**src/rtl/fetch_stage.sv**
```systemverilog
// fetch_stage: PC owner and IF/ID register with stall buffering and redirect squash.
// Optional FETCH_PERF_EN adds fetched/bubble counters.
module fetch_stage #(
  parameter logic [31:0] RESET_PC = 32'h0000_0000,
  parameter logic [31:0] NOP_WORD = 32'h0000_0000
) (
  input  logic        clock,
  input  logic        reset,
  input  logic        id_if_selpcsource,
  input  logic [1:0]  id_if_selpctype,
  input  logic [31:0] id_if_pcimd2ext,
  input  logic [31:0] id_if_pcindex,
  input  logic [31:0] id_if_rega,
  input  logic        iss_stall,
  output logic        if_mem_req,
  output logic [31:0] if_mem_addr,
  input  logic        mem_if_ready,
  input  logic [31:0] mem_if_data,
  output logic [31:0] if_id_instruc,
  output logic [31:0] if_id_nextpc
`ifdef FETCH_PERF_EN
  ,
  output logic [31:0] if_perf_fetched,
  output logic [31:0] if_perf_bubbles
`endif
);
  typedef enum logic [1:0] {FETCH, HOLD, SQUASH} state_t;
  state_t state;
  logic [31:0] pc, hold_buf, hold_pc4, redirect_pc, pc4, target;
  logic redir, ld_valid, ld_nop;
  assign pc4 = pc + 32'd4;
  assign redir = id_if_selpcsource & ~iss_stall;
  assign target = id_if_selpctype == 2'b01 ? id_if_pcindex :
                  id_if_selpctype == 2'b10 ? id_if_rega : id_if_pcimd2ext;
  assign if_mem_req = reset & (state != HOLD);
  assign if_mem_addr = pc;
  assign ld_valid = ~iss_stall & ~redir &
                    ((state == FETCH & mem_if_ready) | state == HOLD);
  assign ld_nop = ~iss_stall & ((state == FETCH & (redir | ~mem_if_ready)) |
                                (state == HOLD & redir) | state == SQUASH);
  always_ff @(posedge clock or negedge reset) begin
    if (!reset) begin
      state <= FETCH;
      pc <= RESET_PC;
      hold_buf <= 32'h0;
      hold_pc4 <= 32'h0;
      redirect_pc <= 32'h0;
      if_id_instruc <= NOP_WORD;
      if_id_nextpc <= 32'h0;
    end else begin
      if (ld_valid) begin
        if_id_instruc <= state == HOLD ? hold_buf : mem_if_data;
        if_id_nextpc <= state == HOLD ? hold_pc4 : pc4;
      end else if (ld_nop) begin
        if_id_instruc <= NOP_WORD;
        if_id_nextpc <= 32'h0;
      end
      case (state)
        FETCH:
          if (mem_if_ready) begin
            if (redir) pc <= target;
            else begin
              pc <= pc4;
              if (iss_stall) begin
                hold_buf <= mem_if_data;
                hold_pc4 <= pc4;
                state <= HOLD;
              end
            end
          end else if (redir) begin
            redirect_pc <= target;
            state <= SQUASH;
          end
        HOLD:
          if (!iss_stall) begin
            state <= FETCH;
            if (redir) pc <= target;
          end
        SQUASH:
          if (mem_if_ready) begin
            pc <= redirect_pc;
            state <= FETCH;
          end
        default: state <= FETCH;
      endcase
    end
  end
`ifdef FETCH_PERF_EN
  always_ff @(posedge clock or negedge reset) begin
    if (!reset) begin
      if_perf_fetched <= 32'h0;
      if_perf_bubbles <= 32'h0;
    end else begin
      if_perf_fetched <= if_perf_fetched + {31'h0, ld_valid};
      if_perf_bubbles <= if_perf_bubbles + {31'h0, ld_nop};
    end
  end
`endif
endmodule
```
**config.mk**
```make
export PLATFORM = sky130hd
export DESIGN_NAME = fetch_stage
export DESIGN_NICKNAME = d
export VERILOG_FILES = /design/src/rtl/fetch_stage.sv
export SDC_FILE = /design/constraint.sdc
export NUM_CORES = 1
export LEC_CHECK = 0
export BUFFER_PORTS_ARGS = -buffer_cell sky130_fd_sc_hd__clkbuf_2
export CAP_MARGIN = 40
export CORE_MARGIN = 2
export CORE_UTILIZATION = 55
export DETAILED_ROUTE_END_ITERATION = 8
export PLACE_DENSITY_LB_ADDON = 0.08
export SLEW_MARGIN = 20
export SYNTH_ARGS = -nofsm -noshare
export SYNTH_HDL_FRONTEND = slang
export SYNTH_SLANG_ARGS = --single-unit
```
**constraint.sdc**
```tcl
create_clock -name clock -period 5.09 [get_ports clock]
set_input_delay 0.7635 -clock clock [delete_from_list [all_inputs] [get_ports clock]]
set_output_delay 0.7635 -clock clock [all_outputs]
set_load 0.02 [all_outputs]
```
* After elaboration in Yosys (flattened, before gate mapping) *
Cells that the tools add are included.

storage, ports and cells
  input bits = 135
  register bits after elaboration = 194
  logic and storage cells = 62

cells by class
  add/sub/neg operators = 1
  multiplexer cells = 20
  bitwise operators = 15
  reductions and logical operators = 7
  equal/unequal tests = 12

operators with widths
  cell                   count
  $mux 32                12
  $pmux 32 s3            1
  $add 32x3->32 const B  1
  $mux 2                 6
  $reduce_and 5->1       2
  $ne 3x3->1 const B     3
  $and 1x1->1            8
  $ne 2x2->1 const B     4
  $pmux 2 s3             1
  $eq 2x1->1 const B     2
  $eq 2x2->1 const B     2
  $or 1x1->1             4
  $reduce_and 4->1       1
  $not 1->1              3
  $reduce_and 3->1       1
  $reduce_bool 3->1      1
  $logic_not 2->1        1
  $ne 2x1->1 const B     1
  $reduce_bool 2->1      1

* Longest topological paths before layout *
Gate-level depths: netlist (run 1).

  depth after elaboration = 9
  depth in mapped cells = 9
  mapped depth without buffers = 7

* Worst setup path before layout (run 1) *
OpenSTA, ideal clock, no wires.

  path type = register to output
  start = reg state[1]
  end = out if_mem_req
  stages on the path, launching flop included = 8
  required time = 4.326 ns
  setup slack = 2.600 ns
  arrival time = 1.727 ns
  buffers on the path = 4
  cell sequence = dfrtp_1 -> inv_1 -> ha_1 -> clkbuf_1 -> buf_2 -> buf_1 -> buf_1 -> nor2b_1

between the ends
  longest elaborated chain between the ends = 2

RTL lines
  item                      line  source
  start: declaration        28    state_t state;
  start signal: assignment  43    state <= FETCH;
  start signal: assignment  67    state <= HOLD;
  start signal: assignment  72    state <= SQUASH;
  $ne 2x1->1                35    assign if_mem_req = reset & (state != HOLD);
  $and 1x1->1               35
  end: declaration          15    output logic if_mem_req,

Every way passes these cells.

* Worst setup path in the final report (run 1) *
Same ends and word-level chain as after synthesis.

==> out/qor.yml, run 1 <==
status:
  status: "finished clean"
clocking:
  clkSlewWorstSetupHoldPaths_ns: 0.08
  cts.sink_count: 194
  cts.path.max_buffers: 2
  clock_latency_ns: 0.44
  post_cts_buffers: 0
  cts_resized: 0
  holdBufCountCts: 0
  cts_buffers: 17
  cts_root_buf: "clkbuf_16"
  htree_num_levels: 4
  cts_tree: "done"
synthesis:
  synth_area_per_cell_um2: 10.1
  synth.top_cell.area_share_pct: 47.6
  yosysSeqAreaShare_pct: 47.6
  yosys.area.top_type: "dfrtp_1"
  synth-seq-cells: 194
  syn_inst: 1014
  yosysMostFrequentCell: "dfrtp_1"
  postSynth.asyncResetShare_pct: 100
  yosys_warnings: 0
  synthTopCellsByCount: "dfrtp_1 (194), nand2_1 (151), o21ai_0 (135)"
  synth_nets: 1154
  ys.flop_type: "dfrtp_1"
  synth-edff-count: 0
  ys_types: 56
  ys_top_cells_by_area: "dfrtp_1 (48%), mux2i_1 (9.9%), o21ai_0 (6.6%)"
  netlist_area_um2: 10200
placed_design:
  place_inst: 1409
  place_congestion: 0.919
  numPortBuffers: 231
  dp_worst_setup_slack_ns: 2.25
  hpwl_um: 18800
die:
  fp-row-count: 49
  die_y_um: 140
  die_area_um2: 19700
  die_x_um: 140
  ios: 232
  initial_utilization_pct: 56.4
  core_um2: 18100
power:
  swShare_pct: 42.7
  p_leak_nw: 5.82
  p_comb_share_pct: 43.0
  power_density_nw_per_um2: 607
  p_sw_mw: 3.16
  power.internal_mw: 4.23
  power_frac_clock_pct: 18.7
  ir_worst_vdd_mv: 0.322
  seq_power_share_pct: 38.3
cells_and_area:
  antenna_cells: 0
  fin_cells: 1442
  nets: 1340
  area_delta_synth_final_pct: 19.3
  drive_above_1_share_pct: 29.1
  fin_util_pct: 67.3
setup_path:
  reg2reg_depth: 6
  r2r_end: "if_id_nextpc[23]"
  cp_data_arrival_time_ns: 2.45
  path_depth: 5
  critical-path-max-stage-delay_ns: 0.60
  crit_required_ns: 4.33
  end_kind: "output pin"
  crit_family: "buffers and inverters"
  crit_chain: "inv_1, ha_4, buf_4, nor2b_1, clkbuf_2"
  path_class: "reg -> out"
  crit_slowest_cell: "ha_4"
  reg2reg_from: "state[1]"
  startpoint_type: "flip-flop"
  path_buf_inv: 3
  crit_path_max_fanout: 49
  r2r_slack_ns: 2.25
global_routing:
  grt_max_degree: 65
  grt_pass1_wl_um: 43100
  grt_overflow_total: 0
  grt_antenna_before_repair: 0
  grt_usage_pct: 27.2
  first_global_vias: 8367
detailed_routing:
  drt-pass1-iter-count: 7
  dr.first_iter.drc_count: 483
  via_per_inst: 5.87
  vias: 8467
  ant_nets: 0
  routedWlPerCell_um: 18.2
  wl_um: 26300
  route.detailed.drc: 0
timing:
  setup_tns_ns: 0
  hold_viol_final: 0
  finalClockSkew_ns: 0.0107
  tightest_slew_ns: 0.850
  layout_min_cycle_time_ns: 3.22
  rsz0062_at_grt: "no"
  finalWorstSetupSlack_ns: 1.87
  max_freq_mhz: 311
  slew_violations: 0
  finalSetupViolations: 0
  max_slew_margin_pct: 42.9
  timing.final.crit_share_pct: 63.2
min_path:
  hold_path.class: "in -> async"
run:
  cap_violations: 0
per-layer routing:
| layer | up-vias | track usage (%) | routed length [um] |
|---|---|---|---|
| met4 | 0 | 11.0 | 854 |
| met2 | 294 | 45.5 | 12900 |
| met5 | - | 0 | 0 |
| met3 | 45 | 4.75 | 1590 |
| met1 | 4088 | 35.4 | 11000 |
| li1 | 4040 | - | - |
power groups by stage:
stage               combinational [mW]  sequential [mW]  clock, mW
CTS                               3.19             2.82       1.40
finish                            3.18             2.83       1.38
global placement                  3.06             2.81          0
detailed placement                3.17             2.85          0
global route                      3.49             2.92       1.47
floorplan                         1.89             3.04          0
flip-flops by register name, indices dropped and copies added (netlist names):
register / flops
hold_buf: 32
hold_pc4: 32
if_id_instruc: 32
if_id_nextpc: 32
if_mem_addr: 32
redirect_pc: 32
state: 2
how the worst max path moves through the flow:
stage / from / endpoint
floorplan: state[1] / if_mem_req
global placement: iss_stall / if_mem_addr[28]
detailed placement: iss_stall / if_mem_addr[22]
CTS: state[1] / if_mem_req
global route: state[1] / if_mem_req
finish: state[1] / if_mem_req
cell families after synthesis:
kind of cell / after synthesis / share of synthesized area (%)
compound gates: 273 / 17.1
xor+xnor: 27 / 2.32
fa+ha+maj: 5 / 0.613
buf+inv: 96 / 3.94
flops: 194 / 47.6
mux: 160 / 16.4
simple gates: 259 / 12.0
cell usage in the layout (no fill, tap or decap), types with 13 or more instances in the layout:
cell and n:
a21oi_1 32, a32oi_1 23, buf_4 13, clkbuf_16 17
clkbuf_2 229, dfrtp_1 194, inv_1 14, mux2_2 59
mux2i_1 101, nand2_1 151, nand3_1 17, nor2_1 29
o21ai_0 135, xnor2_1 17
through the flow:
stage                     hold slack, ns  instance area, um^2  total power [mW]
after floorplan                    0.450                10200              4.93
after global placement             0.461                11400              5.87
after detailed placement           0.470                11500              6.01
after CTS                          0.289                12100              7.41
after global routing               0.297                12200              7.88
final                              0.277                12200              7.39
layout make-up:
class	count	area [um^2]
Sequential cell	194	4850
Multi-Input combinational cell	724	4970
Clock buffer	19	453
Clock inverter	13	165
Timing Repair Buffer	249	1390
Tap cell	229	287
Fill cell	1496	5920
Inverter	14	52.6
(Power assumes the default switching activity.)
==> run 2, diff against run 1 <==
- ABC_AREA: not set -> 1
- CORE_UTILIZATION: 55 -> 50
- clock period: 5.09 -> 2.8 ns (I/O delays scaled with it)
==> run 2 against run 1 <==
Compared with the run above: register-to-register slack got worse by 1.8 ns; wire length is 12% higher; clock skew rose by 0.0034 ns; flip-flop and latch count is the same; cell count increased by 39%; first-iteration DRC count is 72% higher; design area is 5.2% higher.
==> out/qor.yml, run 2 <==
detailed_routing:
  drt-pass1-iter-count: 5  # -2
  ant_nets: 0  # unchanged
  routedWlPerCell_um: 14.7  # -19%
  wl_um: 29500  # +12%
  route.detailed.drc: 0  # unchanged
  dr.first_iter.drc_count: 829  # +72%
  vias: 10300  # +22%
  via_per_inst: 5.15  # -12%
clocking:
  clock_latency_ns: 0.44  # about the same
  cts_tree: "done"
  cts_buffers: 17  # unchanged
  htree_num_levels: 4  # unchanged
  cts.path.max_buffers: 2  # unchanged
  clkSlewWorstSetupHoldPaths_ns: 0.09  # about the same
  cts_root_buf: "clkbuf_16"
  cts_resized: 0  # unchanged
  cts.sink_count: 194  # unchanged
synthesis:
  netlist_area_um2: 10900  # +6.7%
  ys_top_cells_by_area: "dfrtp_1 (45%), nand2_1 (16%), nand3_1 (9.7%)"
  ys.flop_type: "dfrtp_1"
  ys_types: 31  # -45%
  yosysMostFrequentCell: "nand2_1"
  synth_area_per_cell_um2: 7.11  # -29%
  postSynth.asyncResetShare_pct: 100  # unchanged
  yosys_warnings: 0  # unchanged
  synthTopCellsByCount: "nand2_1 (465), nand3_1 (211), dfrtp_1 (194)"
  yosys.area.top_type: "dfrtp_1"
  yosysSeqAreaShare_pct: 44.6  # -3.0 points
  synth-edff-count: 0  # unchanged
  synth_nets: 1671  # +45%
  synth.top_cell.area_share_pct: 44.6  # -3.0 points
  synth-seq-cells: 194  # unchanged
  syn_inst: 1531  # +51%
timing:
  rsz0062_at_grt: "no"
  max_slew_margin_pct: 47.8  # +4.9 points
  timing.final.crit_share_pct: 86.6
  tightest_slew_ns: 0.783  # -0.0664 ns
  max_freq_mhz: 412
  finalSetupViolations: 0  # unchanged
  setup_tns_ns: 0  # unchanged
  slew_violations: 0  # unchanged
  finalClockSkew_ns: 0.0141  # +0.00344 ns
  hold_viol_final: 0  # unchanged
  layout_min_cycle_time_ns: 2.43
die:
  die_y_um: 152  # +8.1%
  fp-row-count: 53  # +8.2%
  ios: 232  # unchanged
  die_x_um: 152  # +8.1%
  core_um2: 21200  # +17%
  die_area_um2: 23000  # +17%
  initial_utilization_pct: 51.3  # -5.1 points
cells_and_area:
  area_delta_synth_final_pct: 17.6
  drive_above_1_share_pct: 19.9  # -9.2 points
  mostFrequentLayoutCell: "nand2_1"
  nets: 1855  # +38%
  antenna_cells: 0  # unchanged
  layout_common_cells: "nand2_1 (464), clkbuf_2 (230), nand3_1 (211)"
  fin_util_pct: 60.3  # -6.9 points
status:
  status: "finished clean"
setup_path:
  crit_family: "buffers and inverters"
  crit_chain: "inv_1, ha_2, buf_4, nor2_1, clkbuf_2"
  cp_data_arrival_time_ns: 2.01  # -0.44 ns
  path_class: "reg -> out"
  critical-path-max-stage-delay_ns: 0.51  # -0.09 ns
  path_buf_inv: 3  # unchanged
  end_kind: "output pin"
  crit_slowest_cell: "buf_4"
  crit_required_ns: 2.38  # -1.95 ns
  crit_path_max_fanout: 59  # +20%
  startpoint_type: "flip-flop"
placed_design:
  hpwl_um: 21200  # +13%
  place_congestion: 0.936  # +1.8%
  numPortBuffers: 231  # unchanged
power:
  ir_worst_vdd_mv: 0.490  # +52%
  p_leak_nw: 6.95  # +19%
  total_power_mw: 14.0  # +90%
  power_density_nw_per_um2: 1090  # +80%
min_path:
  hold_path.class: "in -> reg"
global_routing:
  met1_usage_pct: 39.5  # +4.1 points
  grt_pass1_wl_um: 47300  # +9.9%
  grt_usage_pct: 26.1  # -1.1 points
  use_met2_pct: 38.9  # -6.6 points
  grt_overflow_total: 0  # unchanged
  met3_usage_pct: 4.76  # +0.0083 points
  grt_antenna_before_repair: 0  # unchanged
  top_usage_layer: "met1"
  grt_max_degree: 103  # +58%
  first_global_vias: 9225  # +10%
run:
  cap_violations: 0  # unchanged
## run 2: kinds of logic after synthesis
group / share of synthesized area [%]
simple gates: 32.6
compound gates: 13.2
buf+inv: 8.50
flops: 44.6
xor+xnor: 0.563
fa+ha+maj: 0.575
## run 2: power breakdown
part / leakage, nW / total, mW / switching (mW) / internal, mW
clock network: 0.289 / 2.48 / 1.26 / 1.22
logic: 4.22 / 6.51 / 4.40 / 2.11
registers: 2.43 / 5.02 / 0.897 / 4.12
total: 6.95 / 14.0 / 6.55 / 7.45
## run 2: final timing paths
kind / from / endpoint / slack [ns] / cells after the start
worst max-delay path: state[1] / if_mem_req / 0.37 / 5
min in group asynchronous: reset / if_id_instruc[14] / 0.43 / 2
worst min register to register: hold_buf[23] / hold_buf[23] / 0.48 / 2
max in group asynchronous: reset / if_id_nextpc[0] / 1.32 / 3
worst min-delay path: mem_if_data[14] / hold_buf[14] / 0.22 / 3
worst max register to register: state[1] / if_mem_addr[29] / 0.43 / 10
## run 2: worst register-to-register path: stages, from the launching register on
cell	delay, ns
dfrtp_1	0.40
inv_1	0.10
ha_2	0.19
inv_2	0.26
nor2_1	0.11
nor2_1	0.12
nand2_2	0.07
inv_2	0.47
nand2_1	0.12
a21oi_1	0.31
a21oi_1	0.11
## run 2: area by class of cell
| type | count | area [um^2] |
|---|---|---|
| fillers | 2110 | 8420 |
| multi-input cells | 1116 | 5120 |
| flip-flops and latches | 194 | 4850 |
| repair buffers | 252 | 1380 |
| inverters | 134 | 503 |
| clock buffers | 17 | 425 |
| well taps | 275 | 344 |
| clock inverters | 15 | 181 |
## run 2: repair_timing
action	4_1_cts	5_1_grt
hold buffers	1	0
hold endpoints to repair	35	0
buffers inserted	0	0
## run 2: metrics by stage
| step | instances | worst slack [ns] | hold WS [ns] | area, um^2 |
|---|---|---|---|---|
| 3_5_place_dp | 1970 | 0.353 | 0.347 | 12200 |
| 3_3_place_gp | 1970 | 0.376 | 0.347 | 12200 |
| 6_report | 2003 | 0.374 | 0.223 | 12800 |
| 2_1_floorplan | 1531 | 1.02 | 0.124 | 10900 |
| 4_1_cts | 2003 | 0.341 | 0.211 | 12800 |
| 5_1_grt | 2003 | 0.132 | 0.229 | 12800 |
## run 2: per-layer routing
metal	vias up	part of all wire, %	routed length (um)
met5	-	0	0
met4	0	1.3	385
met3	26	6.9	2030
met2	349	44	12900
met1	4644	48	14200
li1	5306	-	-
